[src/rtl/fetch_stage_if.sv]
`default_nettype none
// +----------------------------------------------------------------------------+
// | fetch_stage_if : instruction-memory request/grant/response bundle          |
// | Revision 1.0                                                               |
// +----------------------------------------------------------------------------+
interface fetch_stage_if #(
    parameter int unsigned WIDTH = 64
);
    logic             req;
    logic [WIDTH-1:0] addr;
    logic             gnt;
    logic             rvalid;
    logic [31:0]      rdata;

    modport master (output req, addr, input gnt, rvalid, rdata);
    modport slave  (input req, addr, output gnt, rvalid, rdata);
endinterface
`default_nettype wire

[src/rtl/fetch_stage.sv]
`default_nettype none
// +----------------------------------------------------------------------------+
// | fetch_stage : PC generation, single-outstanding imem fetch, IF/ID register |
// | Optional perf counters enabled by macro FETCH_PERF_CNT_EN                  |
// | Revision 1.0                                                               |
// +----------------------------------------------------------------------------+
module fetch_stage #(
    parameter int unsigned      WIDTH    = 64,
    parameter logic [WIDTH-1:0] RESET_PC = '0
) (
    input  wire logic         clk,
    input  wire logic         reset,
    fetch_stage_if.master     imem,
    input  wire logic         stall,
    input  wire logic         redirect,
    input  wire logic [WIDTH-1:0] redirect_pc,
    output logic              id_valid,
    output logic [31:0]       id_instr,
    output logic [WIDTH-1:0]  id_pc
`ifdef FETCH_PERF_CNT_EN
    ,
    output logic [31:0]       perf_fetched,
    output logic [31:0]       perf_stall,
    output logic [31:0]       perf_flush
`endif
);

    typedef enum logic [2:0] {
        S_IDLE = 3'd0,
        S_REQ  = 3'd1,
        S_WAIT = 3'd2,
        S_SKID = 3'd3,
        S_DROP = 3'd4
    } state_t;

    state_t           state_q, state_d;
    logic [WIDTH-1:0] pc_q, pc_d;
    logic [WIDTH-1:0] fetch_addr_q, fetch_addr_d;
    logic             req_q, req_d;
    logic             id_valid_q, id_valid_d;
    logic [31:0]      id_instr_q, id_instr_d;
    logic [WIDTH-1:0] id_pc_q, id_pc_d;
    logic [31:0]      skid_instr_q, skid_instr_d;
    logic [WIDTH-1:0] skid_pc_q, skid_pc_d;

    logic             id_load;
    logic [31:0]      load_instr;
    logic [WIDTH-1:0] load_pc;
    logic             id_free;

    assign id_free = !id_valid_q || !stall;

    always_comb begin
        state_d      = state_q;
        pc_d         = pc_q;
        fetch_addr_d = fetch_addr_q;
        id_valid_d   = id_valid_q;
        id_instr_d   = id_instr_q;
        id_pc_d      = id_pc_q;
        skid_instr_d = skid_instr_q;
        skid_pc_d    = skid_pc_q;
        id_load      = 1'b0;
        load_instr   = '0;
        load_pc      = '0;

        if (redirect) begin
            // Redirect beats stall and any same-cycle response; a granted
            // but unreturned fetch must still be drained through DROP.
            pc_d         = redirect_pc & ~WIDTH'(3);
            id_valid_d   = 1'b0;
            id_instr_d   = '0;
            id_pc_d      = '0;
            skid_instr_d = '0;
            skid_pc_d    = '0;
            case (state_q)
                S_REQ:   state_d = imem.gnt    ? S_DROP : S_REQ;
                S_WAIT:  state_d = imem.rvalid ? S_REQ  : S_DROP;
                S_DROP:  state_d = imem.rvalid ? S_REQ  : S_DROP;
                default: state_d = S_REQ;
            endcase
        end else begin
            case (state_q)
                S_IDLE: state_d = S_REQ;
                S_REQ: begin
                    if (imem.gnt) begin
                        fetch_addr_d = pc_q;
                        pc_d         = pc_q + WIDTH'(4);
                        state_d      = S_WAIT;
                    end
                end
                S_WAIT: begin
                    if (imem.rvalid) begin
                        if (id_free) begin
                            id_load    = 1'b1;
                            load_instr = imem.rdata;
                            load_pc    = fetch_addr_q;
                            state_d    = S_REQ;
                        end else begin
                            skid_instr_d = imem.rdata;
                            skid_pc_d    = fetch_addr_q;
                            state_d      = S_SKID;
                        end
                    end
                end
                S_SKID: begin
                    if (!stall) begin
                        id_load    = 1'b1;
                        load_instr = skid_instr_q;
                        load_pc    = skid_pc_q;
                        state_d    = S_REQ;
                    end
                end
                S_DROP: begin
                    if (imem.rvalid) begin
                        state_d = S_REQ;
                    end
                end
                default: state_d = S_IDLE;
            endcase

            if (id_load) begin
                id_valid_d = 1'b1;
                id_instr_d = load_instr;
                id_pc_d    = load_pc;
            end else if (!stall) begin
                id_valid_d = 1'b0;
                id_instr_d = '0;
                id_pc_d    = '0;
            end
        end

        req_d = (state_d == S_REQ);
    end

    always_ff @(posedge clk or negedge reset) begin
        if (!reset) begin
            state_q      <= S_IDLE;
            pc_q         <= RESET_PC;
            fetch_addr_q <= '0;
            req_q        <= 1'b0;
            id_valid_q   <= 1'b0;
            id_instr_q   <= '0;
            id_pc_q      <= '0;
            skid_instr_q <= '0;
            skid_pc_q    <= '0;
        end else begin
            state_q      <= state_d;
            pc_q         <= pc_d;
            fetch_addr_q <= fetch_addr_d;
            req_q        <= req_d;
            id_valid_q   <= id_valid_d;
            id_instr_q   <= id_instr_d;
            id_pc_q      <= id_pc_d;
            skid_instr_q <= skid_instr_d;
            skid_pc_q    <= skid_pc_d;
        end
    end

    assign imem.req  = req_q;
    assign imem.addr = pc_q;
    assign id_valid  = id_valid_q;
    assign id_instr  = id_instr_q;
    assign id_pc     = id_pc_q;

`ifdef FETCH_PERF_CNT_EN
    logic [31:0] perf_fetched_q, perf_fetched_d;
    logic [31:0] perf_stall_q, perf_stall_d;
    logic [31:0] perf_flush_q, perf_flush_d;

    // Counters stick at all-ones rather than wrapping.
    always_comb begin
        perf_fetched_d = perf_fetched_q + {31'b0, (id_load && (perf_fetched_q != '1))};
        perf_stall_d   = perf_stall_q + {31'b0, (stall && id_valid_q && (perf_stall_q != '1))};
        perf_flush_d   = perf_flush_q + {31'b0, (redirect && (perf_flush_q != '1))};
    end

    always_ff @(posedge clk or negedge reset) begin
        if (!reset) begin
            perf_fetched_q <= '0;
            perf_stall_q   <= '0;
            perf_flush_q   <= '0;
        end else begin
            perf_fetched_q <= perf_fetched_d;
            perf_stall_q   <= perf_stall_d;
            perf_flush_q   <= perf_flush_d;
        end
    end

    assign perf_fetched = perf_fetched_q;
    assign perf_stall   = perf_stall_q;
    assign perf_flush   = perf_flush_q;
`endif

endmodule
`default_nettype wire

[src/flat_wrapper.sv]
// flat-port wrapper written by rule: the top's interface ports become plain ports
module fetch_stage_flat 
#(
    parameter int unsigned      WIDTH    = 64,
    parameter logic [WIDTH-1:0] RESET_PC = '0
)
  (clk, reset, stall, redirect, redirect_pc, id_valid, id_instr, id_pc, imem_req, imem_addr, imem_gnt, imem_rvalid, imem_rdata);
  fetch_stage_if #(.WIDTH(WIDTH)) imem_i ();
  input  wire logic clk;
  input  wire logic reset;
  input  wire logic stall;
  input  wire logic redirect;
  input  wire logic [WIDTH-1:0] redirect_pc;
  output logic id_valid;
  output logic [31:0] id_instr;
  output logic [WIDTH-1:0] id_pc;
  output wire logic [$bits(imem_i.req)-1:0] imem_req;
  output wire logic [$bits(imem_i.addr)-1:0] imem_addr;
  input wire logic [$bits(imem_i.gnt)-1:0] imem_gnt;
  input wire logic [$bits(imem_i.rvalid)-1:0] imem_rvalid;
  input wire logic [$bits(imem_i.rdata)-1:0] imem_rdata;
  assign imem_req = imem_i.req;
  assign imem_addr = imem_i.addr;
  assign imem_i.gnt = imem_gnt;
  assign imem_i.rvalid = imem_rvalid;
  assign imem_i.rdata = imem_rdata;
  fetch_stage #(.WIDTH(WIDTH), .RESET_PC(RESET_PC)) u_core (.clk(clk), .reset(reset), .imem(imem_i), .stall(stall), .redirect(redirect), .redirect_pc(redirect_pc), .id_valid(id_valid), .id_instr(id_instr), .id_pc(id_pc));
endmodule
[config.mk]
export PLATFORM = sky130hd
export DESIGN_NAME = fetch_stage_flat
export DESIGN_NICKNAME = d
export VERILOG_FILES = /design/src/rtl/fetch_stage_if.sv /design/src/rtl/fetch_stage.sv /design/src/flat_wrapper.sv
export SDC_FILE = /design/constraint.sdc
export NUM_CORES = 1
export LEC_CHECK = 0
export BUFFER_PORTS_ARGS = -buffer_cell sky130_fd_sc_hd__buf_2
export CAP_MARGIN = 30
export CORE_MARGIN = 2
export CORE_UTILIZATION = 40
export CTS_BUF_LIST = sky130_fd_sc_hd__clkbuf_8
export DETAILED_ROUTE_END_ITERATION = 8
export SETUP_SLACK_MARGIN = 0.4
export SYNTH_ARGS = -nofsm -noshare
export SYNTH_HDL_FRONTEND = slang
export SYNTH_SLANG_ARGS = --single-unit
[constraint.sdc]
create_clock -name clk -period 6 [get_ports clk]
set_input_delay 0.6 -clock clk [delete_from_list [all_inputs] [get_ports clk]]
set_output_delay 0.6 -clock clk [all_outputs]
set_load 0.01 [all_outputs]
# Word-level counts from Yosys, hierarchy flattened
# Index checks and enable logic that the tools add are counted.
totals:
  out_inout_bits: 162
  memories: 0
  input_bits: 102
  latch_bits: 0
  romBits: 0
  mem_bits_rw: 0
  elab_cells: 73
  ff_bits: 325
op_classes:
  reduce_logical: 12
  div: 0
  n_lt_le_gt_ge: 0
  shift: 0
  add_sub_neg: 1
  eq_ne: 7
  mul: 0
  bitwise: 1
  muxes: 43
op_table:
  columns: ["cell", "count"]
  rows:
  - ["2-to-1 mux 64 bit", 13]
  - ["2-to-1 mux 32 bit", 10]
  - ["one-hot mux 64 bit (2 select lines)", 1]
  - ["adder 64 x 3 -> 64 bit (second input constant)", 1]
  - ["one-hot mux 32 bit (2 select lines)", 1]
  - ["2-to-1 mux 3 bit", 7]
  - ["one-hot mux 3 bit (5 select lines)", 1]
  - ["nonzero test 2 bit", 4]
  - ["2-to-1 mux 1 bit", 7]
  - ["equality test 3 x 1 -> 1 bit (second input constant)", 2]
  - ["equality test 3 x 2 -> 1 bit (second input constant)", 2]
  - ["one-hot mux 3 bit (2 select lines)", 1]
  - ["AND reduction 3 bit", 2]
  - ["equality test 3 bit (second input constant)", 1]
  - ["zero test 3 bit", 1]
  - ["inequality test 3 x 1 -> 1 bit (second input constant)", 1]
  - ["zero test 1 bit", 2]
  - ["2-to-1 mux 2 bit", 1]
  - ["inequality test 2 bit (second input constant)", 1]
  - ["one-hot mux 1 bit (2 select lines)", 1]
  - ["AND reduction 2 bit", 1]
  - ["OR reduction 2 bit", 1]
  - ["logical OR 1 bit", 1]
  - ["inverter 1 bit", 1]

# Depth between registers and ports, before layout
depth:
  ltp_word: 8
  depth_mapped: 9
  depth_no_buf: 6

# Worst setup path before layout
# No wires, ideal clock.
synth_path:
  path_kind: "input port to flip-flop"
  startpoint: "in imem_gnt"
  endpoint: "reg u_core.pc_q[49], in the netlist u_core.imem.addr[49]"
  arrival_time_ps: 2240
  setup_ps: 82
  t_required_ps: 5918
  path_buffers: 1
  path_slack_ps: 3679
  stages: 6
  path_cell_list: "nand4bb_4 > or4_1 > buf_2 > or3_1 > or3_1 > a31oi_1"
synth_via:
  elab_chain_len: 2
synth_lines:
  columns: ["item", "line_no", "rtl"]
  rows:
  - ["start: declaration", "flat_wrapper.sv:19", "input wire logic [$bits(imem_i.gnt)-1:0] imem_gnt;"]
  - ["nonzero test 2 bit (no source line)", null, null]
  - ["AND reduction 2 bit (no source line)", null, null]
  - ["end signal: assignment", "fetch_stage.sv:148", "pc_q <= pc_d;"]
  - ["end: declaration", "fetch_stage.sv:37", "logic [WIDTH-1:0] pc_q, pc_d;"]
# Every way passes these cells.
# A chain may end at the register's enable or synchronous reset.

# Final worst setup path
layout_path:
  startpoint: "reg u_core.state_q[2]"
  endpoint: "reg u_core.pc_q[56], in the netlist u_core.imem.addr[56]"
layout_via:
  elab_chain_len: 3
layout_lines:
  columns: ["item", "line_no", "rtl"]
  rows:
  - ["start: declaration", "fetch_stage.sv:36", "state_t state_q, state_d;"]
  - ["start signal: assignment", "fetch_stage.sv:147", "state_q <= state_d;"]
  - ["equality test 3 x 1 -> 1 bit", "fetch_stage.sv:82", "case (state_q)"]
  - ["nonzero test 2 bit (no source line)", null, null]
  - ["AND reduction 2 bit (no source line)", null, null]
# Every way passes these cells.

==> out/qor.yml <==
start_kind: "register"
yosys.area.top_type: "dfrtp_1"
tightestPinTransition_ns: 0.9522
slowest_delay_ns: 0.72
hold-worst-slack_ns: 0.03465
setup_viol: 0
synth-seq-cells: 319
wl_per_cell_um: 20.59
p_leak_nw: 7.313
critPathArrivalTime_ns: 3.55
cts_buffers: 54
tritoncts: "built"
synth_area_per_cell_um2: 10.49
synth_top_family_by_area: "compound AO/OA/AOI/OAI gates"
cp-end-kind: "register"
final_antenna_net_count: 0
p_sw_frac: 0.2874
skew_ns: 0.03597
cts.htree.levels: 2
utilization: 0.4857
intPower_mw: 3.782
nFillCells: 3241
muxShareOfSynthArea: 0.05385
yosys_warnings: 0
power.switching_mw: 1.526
slew_viol_final: 0
required_ns: 6.50
path_depth: 6
netlist.area_leader.share: 0.5642
routed_wl_um: 42600
insertion_delay_ns: 0.60
fmaxAchievable_mhz: 327.5
num_rows: 68
grt_overflow: 0
io_pins: 264
cap_violations: 0
synthArstFlopShare: 1.000
fin_nets: 1678
fin_crit_ns: 3.053
slew_headroom: 0.3652
ir_drop_mv: 0.1874
vias_per_cell: 5.581
finalSetupTns_ns: 0
dr.pass1.iters: 5
dpl.hpwl_um: 26310
path_class: "reg2reg"
die_area_mm2: 0.03689
path_clk_slew_ns: 0.06
grt_antenna_before_repair: 5
yosys.area_share.simple: 0.1401
grt_max_degree: 140
seqPwrFrac: 0.503
pre_cts_slack_ns: 2.735
power_frac_clock: 0.360
synth-edff-count: 0
clockBufferDepth: 3
cts-root-buf: "clkbuf_8"
postCtsSetupRepairBufs: 0
ctsHoldBuffers: 0
postSynthCellCount: 1349
synth_seq_area_share: 0.5642
drtIter0Drc: 748
synthAdderAreaFrac: 0.0008843
rsz0062_at_grt: "false"
hold_viol: 0
ys_top_cells_by_area: "dfrtp_1 56%, nand2_1 6.6%, o2bb2ai_1 5.8%"
start_util: 0.4076
cp_cell_sequence: "nor4bb_1 -> buf_4 -> and4_1 -> nand4_1 -> or4_1 -> a31oi_1"
critPathMaxFanout: 17
synthFlopType: "dfrtp_1"
synth.distinct_cells: 57
hold_class: "in2async"
core_area_mm2: 0.03471
grt_pass1_vias: 11490
worst_slack_ns: 2.947
path_buf_inv: 1
synth_compound_area_frac: 0.1822
grt_use_total: 0.2302
io_buffers: 259
drive_gt1_frac: 0.2691
finalCritPeriodShare: 0.5089
grt_pass1_wl_um: 66340
cts.repair.resized: 0
clock-sinks: 319
drcViolationCount: 0
globalplace.congestion: 0.7843
critPathSlowestCell: "or4_1"
p_per_area_mw_per_mm2: 314.8
reg2reg_depth: 6
synth_xor_area_frac: 0.02352
die-width_um: 192.1
syn_area_mm2: 0.01415
synthToLayoutAreaGrowth_pct: 19.14
path_delay_family: "simple AND/OR/NAND/NOR gates"
die_h_um: 192.1
p_comb_frac: 0.137
status: "finished, final reports clean"
num_vias: 11550
-- logic make-up after synthesis --
logic type                 after synthesis
muxes                                   68
and+or+nand+nor                        423
buffers and inverters                  125
AOI/OAI and AO/OA                      374
xor gates and xnor gates                38
other                                    1
adders and majority gates                1
DFF                                    319
-- path summary, 6_finish.rpt --
| check | startpoint | to | slack, ns |
|---|---|---|---|
| max | u_core.state_q[2] | u_core.imem.addr[56] | 2.95 |
| min | reset | u_core.id_pc[10] | 0.03 |
| max reg2reg | u_core.state_q[2] | u_core.imem.addr[56] | 2.95 |
| min reg2reg | u_core.id_pc[55] | u_core.id_pc[55] | 0.48 |
| max in group asynchronous | reset | u_core.skid_pc_q[50] | 4.44 |
| min in group clk | redirect_pc[17] | u_core.imem.addr[17] | 0.20 |
-- cell usage after synthesis, types with 2 or more instances --
cell,number
a221o_1,2
clkbuf_1,91
nand2_1,249
nor4_1,19
o31ai_1,10
nor3b_1,2
buf_4,4
dfrtp_1,319
o2bb2ai_1,94
nor2b_1,7
nor2_1,31
xor2_1,11
mux2i_1,3
xnor2_1,27
o21ai_0,40
nand2b_1,2
buf_1,9
nor3_1,18
nand4_1,31
or4_1,11
mux2_2,65
buf_2,4
a31oi_1,16
a21oi_1,99
or2_2,2
and4_1,5
and3_1,11
or3_1,4
a22oi_1,96
nand3_1,20
inv_1,16
and2_1,2
o31a_1,2
a31o_2,4
-- stage by stage --
step	power (mW)	instance area [um2]	instances
CTS	5.360	16860	2068
detailed placement	3.438	15810	1974
floorplan	3.113	14150	1350
finish	5.308	16860	2069
global placement	3.400	15790	1973
global route	5.551	16860	2068
-- routing by layer --
metal / share of wire / routed length [um] / global-route usage
met5: 0.00080 / 34 / 0
met4: 0.018 / 754 / 0.05755
met3: 0.063 / 2700 / 0.04897
met2: 0.46 / 19400 / 0.3589
met1: 0.46 / 19710 / 0.3273
-- registers in the layout, indices dropped and copies added (netlist names) --
| register | count |
|---|---|
| u_core.fetch_addr_q | 62 |
| u_core.id_instr | 32 |
| u_core.id_pc | 63 |
| u_core.id_valid | 1 |
| u_core.imem.addr | 62 |
| u_core.imem.req | 1 |
| u_core.skid_instr_q | 32 |
| u_core.skid_pc_q | 63 |
| u_core.state_q | 3 |
-- power by group through the flow --
stage | sequential [mW] | combinational, mW | clock, mW
finish | 2.67 | 0.725 | 1.91
global route | 2.71 | 0.792 | 2.05
CTS | 2.67 | 0.736 | 1.96
detailed placement | 2.70 | 0.734 | 0
global placement | 2.69 | 0.711 | 0
floorplan | 2.64 | 0.477 | 0
-- final cells by class --
class	count	area (um2)	share of cell area
flip-flops and latches	319	7983	0.4735
multi-input cells	906	5713	0.3389
repair buffers	278	1480	0.08780
clock buffers	69	949.7	0.05633
well taps	455	569.3	0.03377
clock inverters	25	101.3	0.006012
inverters	16	60.06	0.003562
diodes	1	2.502	0.0001484
-- cells in the final DEF, fill, tap and decap left out, types with 10 or more instances in the layout --
master       n
o21ai_0     40
xor2_1      11
nand3_1     20
and3_1      11
nand4_1     31
inv_1       35
nor3_1      18
clkbuf_8    69
o31ai_1     10
a22oi_1     96
mux2_2      65
nand2_1    249
or4_1       11
nor4_1      19
nor2_1      29
a31oi_1     16
buf_2      257
dfrtp_1    319
buf_4       17
o2bb2ai_1   94
xnor2_1     27
a21oi_1     98
(Power assumes the default switching activity.)
